<file path="config.mk">
export PLATFORM = sky130hd
export DESIGN_NAME = key_scan_ctrl_flat
export DESIGN_NICKNAME = d
export VERILOG_FILES = /design/src/rtl/key_scan_if.sv /design/src/rtl/key_scan_ctrl.sv /design/src/flat_wrapper.sv
export SDC_FILE = /design/constraint.sdc
export NUM_CORES = 1
export LEC_CHECK = 0
export ABC_CLOCK_PERIOD_IN_PS = 5600
export BUFFER_PORTS_ARGS = -buffer_cell sky130_fd_sc_hd__clkbuf_2
export CAP_MARGIN = 25
export CELL_PAD_IN_SITES_DETAIL_PLACEMENT = 0
export CELL_PAD_IN_SITES_GLOBAL_PLACEMENT = 2
export CORE_ASPECT_RATIO = 1.2
export CORE_MARGIN = 1.5
export CORE_UTILIZATION = 38
export DETAILED_ROUTE_END_ITERATION = 7
export GPL_TIMING_DRIVEN = 0
export MAX_ROUTING_LAYER = met4
export PLACE_DENSITY_LB_ADDON = 0.1
export SETUP_SLACK_MARGIN = 0.5
export SLEW_MARGIN = 5
export SYNTH_ARGS = -nofsm -noshare
export SYNTH_HDL_FRONTEND = slang
export SYNTH_SLANG_ARGS = --single-unit
</file>
<file path="constraint.sdc">
create_clock -name clk -period 5.6 [get_ports clk]
set_input_delay 0.28 -clock clk [delete_from_list [all_inputs] [get_ports clk]]
set_output_delay 0.28 -clock clk [all_outputs]
set_load 0.01 [all_outputs]
</file>
<file path="src/rtl/key_scan_if.sv">
// Key code delivery bus: valid/ready handshake carrying a BCD key code plus the held flag.
interface key_scan_if;
    logic [3:0] code;
    logic       valid;
    logic       ready;
    logic       GS;

    modport master (
        output code,
        output valid,
        output GS,
        input  ready
    );

    modport slave (
        input  code,
        input  valid,
        input  GS,
        output ready
    );
endinterface

</file>
<file path="src/rtl/key_scan_ctrl.sv">
// key_scan_ctrl: synchronises and debounces a 10-key active-low keypad, priority
// encodes the pressed key (key 9 wins) into BCD and hands one code per press to
// the consumer over valid/ready. Optional feature macro: KEY_REPEAT_EN enables
// auto-repeat of a held key every REPEAT_CYCLES cycles.
module key_scan_ctrl #(
    parameter int unsigned DEBOUNCE_CYCLES = 16,
    parameter int unsigned REPEAT_CYCLES   = 256
) (
    input  logic            clk,
    input  logic            rst,
    input  logic [9:0]      S_n,
    key_scan_if.master      bus
);

    localparam int unsigned CNT_MAX_VAL = (DEBOUNCE_CYCLES > REPEAT_CYCLES) ?
                                          DEBOUNCE_CYCLES : REPEAT_CYCLES;
    localparam int unsigned CNT_W       = $clog2(CNT_MAX_VAL + 1);
    localparam logic [CNT_W-1:0] DB_LAST  = CNT_W'(DEBOUNCE_CYCLES - 1);
    localparam logic [CNT_W-1:0] CNT_SAT  = {CNT_W{1'b1}};
`ifdef KEY_REPEAT_EN
    localparam logic [CNT_W-1:0] RPT_LAST = CNT_W'(REPEAT_CYCLES - 1);
`endif

    typedef enum logic [2:0] {
        IDLE,
        PRESS_DB,
        OUT,
        HOLD,
        REL_DB
    } state_t;

    logic [9:0]       s_meta;
    logic [9:0]       s;
    logic             any;
    logic [3:0]       enc;

    state_t           state_q, state_d;
    logic [CNT_W-1:0] cnt_q, cnt_d;
    logic [CNT_W-1:0] cnt_inc;
    logic [3:0]       cand_q, cand_d;
    logic [3:0]       code_q, code_d;
    logic             valid_q, valid_d;
    logic             gs_q, gs_d;

    // Two-flop synchroniser for the asynchronous key lines; idle value is all released.
    always_ff @(posedge clk) begin
        if (rst) begin
            s_meta <= 10'h3FF;
            s      <= 10'h3FF;
        end else begin
            s_meta <= S_n;
            s      <= s_meta;
        end
    end

    // Priority encoder: ascending scan so the highest-numbered pressed key wins.
    always_comb begin
        enc = 4'd0;
        for (int i = 0; i < 10; i++) begin
            if (!s[i]) begin
                enc = 4'(i);
            end
        end
    end

    assign any     = ~&s;
    assign cnt_inc = (cnt_q == CNT_SAT) ? cnt_q : cnt_q + CNT_W'(1);

    // Next-state and next-output logic for the debounce / handshake FSM.
    always_comb begin
        state_d = state_q;
        cnt_d   = cnt_q;
        cand_d  = cand_q;
        code_d  = code_q;

        unique case (state_q)
            IDLE: begin
                if (any) begin
                    state_d = PRESS_DB;
                    cand_d  = enc;
                    cnt_d   = '0;
                end
            end

            PRESS_DB: begin
                if (!any) begin
                    state_d = IDLE;
                end else if (enc != cand_q) begin
                    cand_d = enc;
                    cnt_d  = '0;
                end else if (cnt_q == DB_LAST) begin
                    state_d = OUT;
                    code_d  = cand_q;
                end else begin
                    cnt_d = cnt_inc;
                end
            end

            // A pending code survives key release; only the consumer retires it.
            OUT: begin
                if (bus.ready) begin
                    state_d = HOLD;
                    cnt_d   = '0;
                end
            end

            // Other keys pressed while held are ignored until a full release.
            HOLD: begin
                if (!any) begin
                    state_d = REL_DB;
                    cnt_d   = '0;
                end
`ifdef KEY_REPEAT_EN
                else if (cnt_q == RPT_LAST) begin
                    state_d = OUT;
                    code_d  = cand_q;
                    cnt_d   = '0;
                end else begin
                    cnt_d = cnt_inc;
                end
`endif
            end

            REL_DB: begin
                if (any) begin
                    state_d = HOLD;
                    cnt_d   = '0;
                end else if (cnt_q == DB_LAST) begin
                    state_d = IDLE;
                end else begin
                    cnt_d = cnt_inc;
                end
            end

            default: begin
                state_d = IDLE;
                cnt_d   = '0;
            end
        endcase

        valid_d = (state_d == OUT);
        gs_d    = (state_d == OUT) || (state_d == HOLD) || (state_d == REL_DB);
    end

    // State, counter and registered outputs; reset discards any pending code.
    always_ff @(posedge clk) begin
        if (rst) begin
            state_q <= IDLE;
            cnt_q   <= '0;
            cand_q  <= 4'd0;
            code_q  <= 4'd0;
            valid_q <= 1'b0;
            gs_q    <= 1'b0;
        end else begin
            state_q <= state_d;
            cnt_q   <= cnt_d;
            cand_q  <= cand_d;
            code_q  <= code_d;
            valid_q <= valid_d;
            gs_q    <= gs_d;
        end
    end

    assign bus.code  = code_q;
    assign bus.valid = valid_q;
    assign bus.GS    = gs_q;

endmodule

</file>
<file path="src/flat_wrapper.sv">
// flat-port wrapper written by rule: the top's interface ports become plain ports
module key_scan_ctrl_flat 
#(
    parameter int unsigned DEBOUNCE_CYCLES = 16,
    parameter int unsigned REPEAT_CYCLES   = 256
)
  (clk, rst, S_n, bus_code, bus_valid, bus_GS, bus_ready);
  key_scan_if bus_i ();
  input  logic clk;
  input  logic rst;
  input  logic [9:0] S_n;
  output wire logic [$bits(bus_i.code)-1:0] bus_code;
  output wire logic [$bits(bus_i.valid)-1:0] bus_valid;
  output wire logic [$bits(bus_i.GS)-1:0] bus_GS;
  input wire logic [$bits(bus_i.ready)-1:0] bus_ready;
  assign bus_code = bus_i.code;
  assign bus_valid = bus_i.valid;
  assign bus_GS = bus_i.GS;
  assign bus_i.ready = bus_ready;
  key_scan_ctrl #(.DEBOUNCE_CYCLES(DEBOUNCE_CYCLES), .REPEAT_CYCLES(REPEAT_CYCLES)) u_core (.clk(clk), .rst(rst), .S_n(S_n), .bus(bus_i));
endmodule
</file>
==> qor.yml <==
status: "completed"
yosys.area.top_type: "dfxtp_1"
synthMuxAreaShare_pct: 0.517
die_h_um: 81.2
vias_per_cell: 5.59
drive_above_1_share_pct: 21.8
cts_setup_buffers: 0
worstPathRequired_ns: 5.81
synth_top_area_share_pct: 43.4
firstDrtPassIters: 6
yosys-top-cells-area: "dfxtp_1 43%, or2_2 6.5%, nor2_1 4.3%"
dieWidth_um: 68.2
ctsHoldBuffers: 0
cts_buffer_depth: 2
yosysWarnings: 0
synth_cell_types: 50
synth_fa_ha_area_share_pct: 0.646
postSynth.asyncResetShare_pct: 0
gr-usage-met1_pct: 20.7
critPathMaxFanout: 7
fmax_ghz: 0.423
p_per_area_nw_per_um2: 285
gr-usage-all-layers_pct: 18.5
synth_top_family_by_area: "simple AND/OR/NAND/NOR gates"
start_kind: "flop"
skew_ns: 0.00857
num_rows: 28
num-fill-cells: 511
ant_nets: 0
min_path_type: "primary input to flop"
maxCapViolCount: 0
cts-root-buf: "clkbuf_8"
crit_path_end_kind: "flop"
antenna_found_initial: 0
worst_slew_pin_slew_ns: 0.773
hold_ws_ns: 0.155
top_usage_layer: "met2"
setup_ws_ns: 3.24
setup_viol: 0
pin_count: 19
grt.met3_usage_pct: 4.57
synthXorXnorAreaFrac_pct: 0.904
p_leak_uw: 0.000843
ir_drop_mv: 0.134
numCtsBuffers: 5
dpl.hpwl_um: 3370
syn2layout_area_growth_pct: 13.6
grt_max_degree: 17
min_period_over_period_pct: 42.2
drt_wl_total_um: 4490
io_buffers: 18
synth.net_count: 236
cts_resized: 0
n_antenna_cell: 0
netlist_instances: 222
yosys.area_share.simple_pct: 30.3
dieArea_sq_um: 5540
start_util_pct: 39.5
tritoncts: "done"
dominantRegCellSynth: "dfxtp_1"
nets: 261
wire_per_inst_um: 14.6
arrival_ns: 2.57
tns_ns: 0
avgSynthCellArea_sq_um: 8.72
cts.sinks: 42
hold_violations: 0
vias: 1721
synth-compound-area-share_pct: 21.7
synth-edff-count: 0
setup.worst_path.class: "flop to flop"
period_minus_slack_ns: 2.36
drc: 0
fin_util_pct: 44.8
fp.coreArea_sq_um: 4900
rsz0062_at_grt: "no"
grt_pass1_wl_um: 7480
grt_overflow: 0
use_met2_pct: 31.0
insertion_delay_ns: 0.31
slew_headroom_pct: 48.2
synth_seq_cells: 42
drt_iter0_drc: 97
path_clk_slew_ns: 0.08
grt_pass1_vias: 1646
yosysSeqAreaShare_pct: 43.4
slew_violations: 0
gp_congestion: 0.814
post-place-ws_ns: 3.28
h-tree-depth: 2
synth_area_sq_um: 1940
## path summary, 6_finish.rpt
check | start | to | slack [ns] | cells past startpoint
worst min register to register | u_core.s_meta[3]$_SDFF_PP1_ | u_core.s[3]$_SDFF_PP1_ | 0.41 | 1
worst max register to register | u_core.s[2]$_SDFF_PP1_ | u_core.cnt_q[3]$_SDFFE_PP0P_ | 3.24 | 7
worst max-delay path | u_core.s[2]$_SDFF_PP1_ | u_core.cnt_q[3]$_SDFFE_PP0P_ | 3.24 | 7
worst min-delay path | S_n[8] | u_core.s_meta[8]$_SDFF_PP1_ | 0.15 | 2
## sequential cells by signal (all words and copies together) (netlist names)
| signal | cells |
|---|---|
| u_core.s | 10 |
| u_core.cnt_q | 9 |
| u_core.s_meta | 10 |
| u_core.bus.valid | 1 |
| u_core.state_q | 3 |
| u_core.bus.code | 4 |
| u_core.bus.GS | 1 |
| u_core.cand_q | 4 |
## power breakdown
| group | switching [uW] | internal, uW | leakage (uW) |
|---|---|---|---|
| sequential | 11.2 | 310 | 0.000344 |
| combinational | 57.2 | 34.8 | 0.000448 |
| clock | 121 | 93.3 | 0.0000506 |
| total | 189 | 438 | 0.000843 |
## routing by layer
layer  up-vias  wire length [um]  part of all wire, %
met5         -                 0                    0
met4         0                87                  1.9
met3         8               201                  4.5
met2        50              2250                   50
met1       801              1950                   44
li1        862                 -                    -
## through the flow
| stage | total power (uW) | instance area [sq um] | instances |
|---|---|---|---|
| global placement | 418 | 2100 | 300 |
| CTS | 632 | 2200 | 308 |
| floorplan | 394 | 1940 | 222 |
| global route | 658 | 2200 | 308 |
| detailed placement | 420 | 2100 | 300 |
| finish | 627 | 2200 | 308 |
## cells in the mapped netlist (2+ instances only)
master    count
a211oi_1      8
a21oi_1      15
a31oi_1       3
and2_1        3
and4_1        3
clkbuf_1      6
dfxtp_1      42
inv_1         7
nand2_1      19
nand2b_1      2
nand3_1      12
nand4_1       5
nand4_4       2
nor2_1       22
nor3_1        6
nor4b_1       2
o211a_1       2
o21ai_0      11
or2_2        20
xor2_1        2
## cells by family after synthesis
family,after synthesis
AOI/OAI and AO/OA,59
xor gates and xnor gates,2
adders and majority gates,1
buffers and inverters,13
DFF,42
muxes,1
and+or+nand+nor,104
## layout by cell type (no fill, tap or decap), types with 3 or more instances in the layout
cell type  count
a211oi_1       8
a21oi_1       15
a31oi_1        3
and2_1         3
and4_1         3
clkbuf_1       6
clkbuf_2      18
clkbuf_8       5
dfxtp_1       42
inv_1          7
nand2_1       19
nand3_1       12
nand4_1        5
nor2_1        22
nor3_1         6
o21ai_0       11
or2_2         20
## worst max-delay path: stages, from the launching register on
cell and delay, ns:
dfxtp_1 0.35, nor2b_1 0.16, o221ai_1 0.15, and4_1 0.22
a31oi_1 0.58, a31o_2 0.35, nand2_1 0.17, a211oi_1 0.29
## area by class of cell
class                   count  area (sq um)  share of cell area [%]
plain buffers               6          22.5                    1.02
multi-input cells         167          1050                    47.6
well taps                  60          75.1                    3.41
clock buffers               5          68.8                    3.13
clock inverters             3          28.8                    1.31
inverters                   7          26.3                    1.19
repair buffers             18          90.1                    4.10
flip-flops and latches     42           841                    38.2
No activity file was read; power rests on OpenSTA's default activity.
